[config.mk]
export PLATFORM = sky130hd
export DESIGN_NAME = regfile_mp_sb
export DESIGN_NICKNAME = d
export VERILOG_FILES = /design/src/rtl/regfile_pkg.sv /design/src/rtl/regfile_scoreboard.sv /design/src/rtl/regfile_mp_sb.sv
export SDC_FILE = /design/constraint.sdc
export NUM_CORES = 2
export LEC_CHECK = 0
export CORE_MARGIN = 3
export CORE_UTILIZATION = 52
export DETAILED_ROUTE_END_ITERATION = 8
export GPL_ROUTABILITY_DRIVEN = 0
export GPL_TIMING_DRIVEN = 0
export PLACE_DENSITY = 0.69
export SLEW_MARGIN = 0
export SYNTH_ARGS = -nofsm -noshare
export SYNTH_HDL_FRONTEND = slang
export SYNTH_SLANG_ARGS = --single-unit
[constraint.sdc]
create_clock -name clk -period 67.3 [get_ports clk]
set_clock_uncertainty 0.1 [all_clocks]
set_input_delay 6.73 -clock clk [delete_from_list [all_inputs] [get_ports clk]]
set_output_delay 6.73 -clock clk [all_outputs]
set_load 0.05 [all_outputs]
[src/rtl/regfile_pkg.sv]
// regfile_pkg: shared defaults for the multi-port register file.
//   REGFILE_DATA_W / REGFILE_ADDR_W : default register width and address width.
//   ZERO_WORD                       : all-zero register value (reads of r0 and gated ports).
//   REG_ZERO                        : address of the hardwired zero register.
package regfile_pkg;

    localparam int REGFILE_DATA_W = 32;
    localparam int REGFILE_ADDR_W = 5;

    localparam logic [REGFILE_DATA_W-1:0] ZERO_WORD = '0;
    localparam logic [REGFILE_ADDR_W-1:0] REG_ZERO  = '0;

endpackage

[src/rtl/regfile_scoreboard.sv]
// regfile_scoreboard: per-register busy bits tracking multi-cycle producers.
//   clk, rst            : clock, asynchronous active-high reset
//   issue_en_i/addr_i   : decode claims a destination register
//   issue_stall_o       : claim refused because the destination is already busy
//   clr0_en_i/addr_i    : writeback port 0 releases a busy bit
//   clr1_en_i/addr_i    : writeback port 1 releases a busy bit
//   busy_o              : registered busy vector, bit i = register i pending
//   busy_cnt_o          : registered count of busy registers
module regfile_scoreboard
    import regfile_pkg::*;
#(
    parameter int ADDR_W   = REGFILE_ADDR_W,
    parameter int NUM_REGS = 2**ADDR_W
) (
    input  logic              clk,
    input  logic              rst,
    input  logic              issue_en_i,
    input  logic [ADDR_W-1:0] issue_addr_i,
    output logic              issue_stall_o,
    input  logic              clr0_en_i,
    input  logic [ADDR_W-1:0] clr0_addr_i,
    input  logic              clr1_en_i,
    input  logic [ADDR_W-1:0] clr1_addr_i,
    output logic [NUM_REGS-1:0] busy_o,
    output logic [ADDR_W:0]   busy_cnt_o
);

    logic [NUM_REGS-1:0] busy_q;
    logic [NUM_REGS-1:0] set_vec;
    logic [NUM_REGS-1:0] clr_vec;
    logic [ADDR_W:0]     busy_cnt_q;
    logic [ADDR_W:0]     cnt_d;
    logic [1:0]          rel_cnt;
    logic                issue_nz;
    logic                issue_ok;

    assign issue_nz = issue_addr_i != ADDR_W'(REG_ZERO);
    // Stall looks only at the registered busy bit, so a release in the same
    // cycle does not unblock the claim until the following cycle.
    assign issue_ok      = issue_en_i && issue_nz && !busy_q[issue_addr_i];
    assign issue_stall_o = !rst && issue_en_i && issue_nz && busy_q[issue_addr_i];

    always_comb begin
        set_vec = '0;
        clr_vec = '0;
        rel_cnt = '0;
        if (issue_ok)
            set_vec[issue_addr_i] = 1'b1;
        if (clr0_en_i && clr0_addr_i != ADDR_W'(REG_ZERO))
            clr_vec[clr0_addr_i] = 1'b1;
        if (clr1_en_i && clr1_addr_i != ADDR_W'(REG_ZERO))
            clr_vec[clr1_addr_i] = 1'b1;
        // Only bits that were busy count as releases; a set can only target a
        // non-busy bit, so set and release never overlap in the count.
        for (int i = 0; i < NUM_REGS; i++)
            rel_cnt = rel_cnt + 2'(busy_q[i] & clr_vec[i]);
        cnt_d = busy_cnt_q + (ADDR_W+1)'(issue_ok) - (ADDR_W+1)'(rel_cnt);
    end

    always_ff @(posedge clk or posedge rst) begin
        if (rst) begin
            busy_q     <= '0;
            busy_cnt_q <= '0;
        end else begin
            // set has priority over a same-cycle clear
            busy_q     <= (busy_q & ~clr_vec) | set_vec;
            busy_cnt_q <= cnt_d;
        end
    end

    assign busy_o     = busy_q;
    assign busy_cnt_o = busy_cnt_q;

endmodule

[src/rtl/regfile_mp_sb.sv]
// regfile_mp_sb: multi-port register file with integrated busy scoreboard.
//   NUM_RD combinational read ports, two writeback ports, r0 hardwired to zero.
//   Optional macro REGFILE_BYPASS_EN: reads see same-cycle writes (port 1 over
//   port 0) and busy is masked when the matching write releases it.
// Ports:
//   clk, rst                  : clock, asynchronous active-high reset
//   rd_en_i/rd_addr_i         : per-port read enable / packed addresses
//   rd_data_o/rd_busy_o       : packed read data / addressed register pending
//   issue_en_i/issue_addr_i   : destination claim from decode
//   issue_stall_o             : claim refused, decode retries
//   wr0_*/wr1_*               : writeback ports (en, addr, data, clr)
//   busy_cnt_o                : number of busy registers
module regfile_mp_sb
    import regfile_pkg::*;
#(
    parameter int DATA_W   = REGFILE_DATA_W,
    parameter int ADDR_W   = REGFILE_ADDR_W,
    parameter int NUM_REGS = 2**ADDR_W,
    parameter int NUM_RD   = 2
) (
    input  logic                     clk,
    input  logic                     rst,
    input  logic [NUM_RD-1:0]        rd_en_i,
    input  logic [NUM_RD*ADDR_W-1:0] rd_addr_i,
    output logic [NUM_RD*DATA_W-1:0] rd_data_o,
    output logic [NUM_RD-1:0]        rd_busy_o,
    input  logic                     issue_en_i,
    input  logic [ADDR_W-1:0]        issue_addr_i,
    output logic                     issue_stall_o,
    input  logic                     wr0_en_i,
    input  logic [ADDR_W-1:0]        wr0_addr_i,
    input  logic [DATA_W-1:0]        wr0_data_i,
    input  logic                     wr0_clr_i,
    input  logic                     wr1_en_i,
    input  logic [ADDR_W-1:0]        wr1_addr_i,
    input  logic [DATA_W-1:0]        wr1_data_i,
    input  logic                     wr1_clr_i,
    output logic [ADDR_W:0]          busy_cnt_o
);

    logic [DATA_W-1:0]   regs [NUM_REGS];
    logic [NUM_REGS-1:0] busy_q;

    regfile_scoreboard #(
        .ADDR_W   (ADDR_W),
        .NUM_REGS (NUM_REGS)
    ) u_sb (
        .clk           (clk),
        .rst           (rst),
        .issue_en_i    (issue_en_i),
        .issue_addr_i  (issue_addr_i),
        .issue_stall_o (issue_stall_o),
        .clr0_en_i     (wr0_en_i & wr0_clr_i),
        .clr0_addr_i   (wr0_addr_i),
        .clr1_en_i     (wr1_en_i & wr1_clr_i),
        .clr1_addr_i   (wr1_addr_i),
        .busy_o        (busy_q),
        .busy_cnt_o    (busy_cnt_o)
    );

    // Port 1 is assigned last so it wins on an address collision.
    always_ff @(posedge clk or posedge rst) begin
        if (rst) begin
            for (int i = 0; i < NUM_REGS; i++)
                regs[i] <= '0;
        end else begin
            if (wr0_en_i && wr0_addr_i != ADDR_W'(REG_ZERO))
                regs[wr0_addr_i] <= wr0_data_i;
            if (wr1_en_i && wr1_addr_i != ADDR_W'(REG_ZERO))
                regs[wr1_addr_i] <= wr1_data_i;
        end
    end

    for (genvar k = 0; k < NUM_RD; k++) begin : g_rd
        logic [ADDR_W-1:0] addr;
        logic [DATA_W-1:0] data;
        logic              busy;

        assign addr = rd_addr_i[k*ADDR_W +: ADDR_W];

        always_comb begin
            data = DATA_W'(ZERO_WORD);
            busy = 1'b0;
            if (!rst && rd_en_i[k] && addr != ADDR_W'(REG_ZERO)) begin
                data = regs[addr];
                busy = busy_q[addr];
`ifdef REGFILE_BYPASS_EN
                if (wr0_en_i && wr0_addr_i == addr) begin
                    data = wr0_data_i;
                    if (wr0_clr_i)
                        busy = 1'b0;
                end
                if (wr1_en_i && wr1_addr_i == addr) begin
                    data = wr1_data_i;
                    if (wr1_clr_i)
                        busy = 1'b0;
                end
`endif
            end
        end

        assign rd_data_o[k*DATA_W +: DATA_W] = data;
        assign rd_busy_o[k]                  = busy;
    end

endmodule

==> out/results.md <==
| Item | Value | Unit |
|---|---|---|
| Biggest fanout along the worst timing path | 10 | - |
| Peak clock frequency supported by timing | 52.74 | MHz |
| Maximum number of pins on one net before global-route repair | 125 | - |
| Global route overflow | 0 | - |
| Area of the placeable core | 128,000 | um2 |
| Clk Latency, worst-skew pair | 780 | ps |
| Largest stage delay on the critical path | 1270 | ps |
| Minimum period implied by the final worst setup slack | 18,960 | ps |
| Max Slew Vio Count | 109 | - |
| Antenna violations before repair | 21 | - |
| Share of post-route cells with drive strength above 1 | 9.978 | % |
| Final setup violation count | 0 | - |
| Kind of critical path | in -> out | - |
| Critical Path Slowest Stage Cell | sky130_fd_sc_hd__clkbuf_1 | - |
| Type of destination of the critical path | output pin | - |
| Largest area contributor in the netlist | sky130_fd_sc_hd__dfrtp_1 | - |
| Worst slack at placement | 49,150 | ps |
| Worst path bufs/invs | 5 | - |
| Worst EP required | 60,470 | ps |
| Count of hold buffers inserted by post-cts repair | 0 | - |
| Initial Util | 52.50 | % |
| Unrepaired setup endpoints after global routing | false | - |
| Number of warnings reported in the yosys synthesis log | 0 | - |
| Number of routed nets with antenna violations | 0 | - |
| Routed via count | 61.56k | - |
| Final Cycle Share | 28.17 | % |
| Clock Tree Root | sky130_fd_sc_hd__clkbuf_16 | - |
| Met1 wire length | 101,800 | um |
| Leakage component of the power | 0.03066 | uW |
| Vertical extent of the die | 365.5 | um |
| Cell family with most CP delay | buffers and inverters | - |
| Count of cell types in the netlist | 58 | - |
| Detail Route met2 WL | 118,200 | um |
| Main area contributors after synthesis | sky130_fd_sc_hd__dfrtp_1 (40%), sky130_fd_sc_hd__mux2i_1 (21%), sky130_fd_sc_hd__mux4_2 (9.2%), sky130_fd_sc_hd__a21oi_1 (5.6%), sky130_fd_sc_hd__nor2_1 (4.6%) | - |
| Netlist Area Pre-Place | 67,210 | um2 |
| Detailed-routing iteration count for the pre-antenna-repair pass | 9 | - |
| Slack of the critical path | 48,340 | ps |
| Synthesized Nets | 6,871 | - |
| Total routing usage reported by global routing | 42.33 | % |
| Residual DRC | 224 | - |
| I/O pin cnt | 171 | - |
| Critical-path cell list | clkdlybuf4s50_1 > inv_1 > clkbuf_1 > clkbuf_1 > o21ai_0 > nand2_1 > a22o_1 > clkdlybuf4s50_1 | - |
| CTS resizes | 0 | - |
| Setup TNS Final | 0 | ps |
| Post-CTS Setup Bufs | 0 | - |
| Wire length of the first global-routing pass | 408,900 | um |
| Drt wl/cell | 32.47 | um |
| PwrDens | 30.41 | nW/um2 |
| Worst-margin pin slew | 1710 | ps |
| TritonCTS clock tree | built | - |
| Max Root-Sink Buffers | 3 | - |
| Row count | 131 | - |
| Path type of the worst min-delay path | reg -> reg | - |
| WL final | 288,300 | um |
| Setup crit start kind | input pin | - |
| First DRT Iteration DRCs | 10.52k | - |
| Vias in the first global route | 59.54k | - |
| Area enclosed by the die boundary | 133,600 | um2 |
| Number of clock sinks | 1,062 | - |
| Num CTS Buffers | 120 | - |
| Worst hold slack | 383.0 | ps |
| Run status | finished with violations | - |
| Total number of nets in the final design | 7,156 | - |
| Number of register bits inferred by synthesis | 1,062 | - |
| Overall die width | 365.5 | um |
| Most repeated cell in the gate-level netlist after synthesis | sky130_fd_sc_hd__mux2i_1 | - |
| Max-capacitance violation count | 11 | - |
| Post-route core utilization | 58.84 | % |
| Vias per cell | 6.932 | - |
| Part of the Yosys area used for sequential elements | 39.54 | % |
| Number of fill cells | 10.92k | - |
| Async S/R FF share, synth | 100.0 | % |
| Number of hold-slack violations in the final timing report | 0 | - |
| Overall power | 2290 | uW |
| Count of input and output buffers | 152 | - |
| Highest routing layer actually used | met5 | - |
| Mean post-synth cell area | 9.958 | um2 |
| Cells after synthesis | 6,749 | - |
| Clock transition at the registers of the reported paths | 60 | ps |
| Worst ir drop on vdd | 0.00002780 | V |
| CTS HTree Levels | 3 | - |
| Fraction of post-synthesis cell area in the top cell type by area | 39.54 | % |
| Tightest slew margin relative to the limit | -14.33 | % |
| Placed wire-length estimate after detailed placement | 221,800 | um |
| Met3 Wirelength | 43,040 | um |
| EDFF count, synth | 0 | - |
| Violated checks | design-rule violations, max-capacitance violations, max-slew violations | - |
| Synth Flop Type | sky130_fd_sc_hd__dfrtp_1 | - |
| Synth-to-layout area growth | 12.08 | % |
| Data arrival at the endpoint of the critical path | 12,130 | ps |
| Most common library cells after synthesis | sky130_fd_sc_hd__mux2i_1 (1,421), sky130_fd_sc_hd__dfrtp_1 (1,062), sky130_fd_sc_hd__nor2_1 (819) | - |
-- worst reg2reg max path, cell delays in order, from the launching register on --
cell and delay (ps):
sky130_fd_sc_hd__dfrtp_1 580, sky130_fd_sc_hd__nor2b_1 260, sky130_fd_sc_hd__fa_1 560, sky130_fd_sc_hd__inv_1 50
sky130_fd_sc_hd__fa_1 530, sky130_fd_sc_hd__fa_1 440, sky130_fd_sc_hd__fa_1 540, sky130_fd_sc_hd__fa_1 460
sky130_fd_sc_hd__fa_1 500, sky130_fd_sc_hd__inv_1 40, sky130_fd_sc_hd__ha_1 210, sky130_fd_sc_hd__xor2_1 160
sky130_fd_sc_hd__xnor2_1 210, sky130_fd_sc_hd__xnor2_1 160, sky130_fd_sc_hd__xnor2_1 150, sky130_fd_sc_hd__ha_1 290
sky130_fd_sc_hd__ha_1 290, sky130_fd_sc_hd__a21o_1 150, sky130_fd_sc_hd__a21oi_1 220, sky130_fd_sc_hd__o21bai_1 90
sky130_fd_sc_hd__a21oi_1 180, sky130_fd_sc_hd__xnor2_1 130
-- sequential cells by signal, indices dropped and copies added, names as in the netlist --
name             count
u_sb.busy_cnt_o      6
regs              1024
u_sb.busy_o         32
-- worst paths after layout --
kind	from	end	slack (ps)	cells after the start
max	rd_addr_i[7]	rd_data_o[53]	48340	8
min	regs[1000]$_DFF_PP0_	regs[1000]$_DFF_PP0_	380	1
max reg2reg	u_sb.busy_o[24]$_DFF_PP0_	u_sb.busy_cnt_o[5]$_DFF_PP0_	60950	21
min reg2reg	regs[1000]$_DFF_PP0_	regs[1000]$_DFF_PP0_	380	1
max in group asynchronous	rst	regs[486]$_DFF_PP0_	58130	6
min in group asynchronous	rst	u_sb.busy_cnt_o[0]$_DFF_PP0_	6480	2
-- kinds of logic (layout without fill, tap and decap cells) --
logic type | count (synthesis) | count (layout) | share of synthesized area, %
AOI/OAI and AO/OA | 1703 | 1703 | 15.29
xor gates and xnor gates | 20 | 20 | 0.2606
adders and majority gates | 24 | 24 | 0.6255
buffers and inverters | 822 | 1199 | 5.360
DFF | 1062 | 1062 | 39.54
muxes | 1698 | 1698 | 30.43
other | 1 | 27 | 0.005580
and+or+nand+nor | 1419 | 1419 | 8.487
-- report_power, final --
part	switching (uW)	internal [uW]	total, uW
Combinational	340	285	625
Clock	294	403	697
Sequential	158	810	968
-- stage by stage --
stage,area [um2],instances
detailed placement,71180,8640
finish,75330,8881
global placement,70890,8630
floorplan,67210,6749
CTS,75210,8854
global route,75290,8866
-- metal layers --
metal  vias to the layer above  track usage, %
met3                      1360           19.42
met5                         -           6.209
met1                     30155           51.42
met2                      4795           59.85
li1                      25219               -
met4                        35           27.66
-- cell usage in the layout (no fill, tap or decap), types with 5 or more instances in the layout --
cell,n
sky130_fd_sc_hd__a21oi_1,757
sky130_fd_sc_hd__ha_1,8
sky130_fd_sc_hd__mux4_2,276
sky130_fd_sc_hd__nand3_1,9
sky130_fd_sc_hd__clkinv_2,18
sky130_fd_sc_hd__clkbuf_8,26
sky130_fd_sc_hd__clkbuf_1,592
sky130_fd_sc_hd__buf_2,89
sky130_fd_sc_hd__a31oi_1,47
sky130_fd_sc_hd__a22o_1,83
sky130_fd_sc_hd__nor2b_1,13
sky130_fd_sc_hd__diode_2,26
sky130_fd_sc_hd__bufinv_16,11
sky130_fd_sc_hd__buf_1,20
sky130_fd_sc_hd__inv_1,40
sky130_fd_sc_hd__dfrtp_1,1062
sky130_fd_sc_hd__nor2_2,22
sky130_fd_sc_hd__clkdlybuf4s50_1,152
sky130_fd_sc_hd__buf_16,11
sky130_fd_sc_hd__buf_4,102
sky130_fd_sc_hd__a22oi_1,72
sky130_fd_sc_hd__a32oi_1,20
sky130_fd_sc_hd__and2_1,13
sky130_fd_sc_hd__mux2i_1,1421
sky130_fd_sc_hd__o21ai_0,391
sky130_fd_sc_hd__o22ai_1,30
sky130_fd_sc_hd__nor3_1,5
sky130_fd_sc_hd__fa_1,16
sky130_fd_sc_hd__xnor2_1,17
sky130_fd_sc_hd__clkbuf_16,123
sky130_fd_sc_hd__a2bb2oi_1,28
sky130_fd_sc_hd__o21ai_1,10
sky130_fd_sc_hd__a221oi_1,256
sky130_fd_sc_hd__nor2_1,818
sky130_fd_sc_hd__nand2_1,494
-- area by class of cell --
cell class	instances	area, um2	share of cell area [%]
Buffer	781	3453	4.584
Multi-Input combinational cell	4865	37050	49.19
Sequential cell	1062	26580	35.28
Timing Repair Buffer	163	1824	2.422
Clock inverter	35	481.7	0.6395
Tap cell	1729	2163	2.872
Antenna cell	26	65.06	0.08637
Inverter	41	161.4	0.2143
Clock buffer	179	3548	4.711
Note: power is estimated with default switching activity, not from simulation.
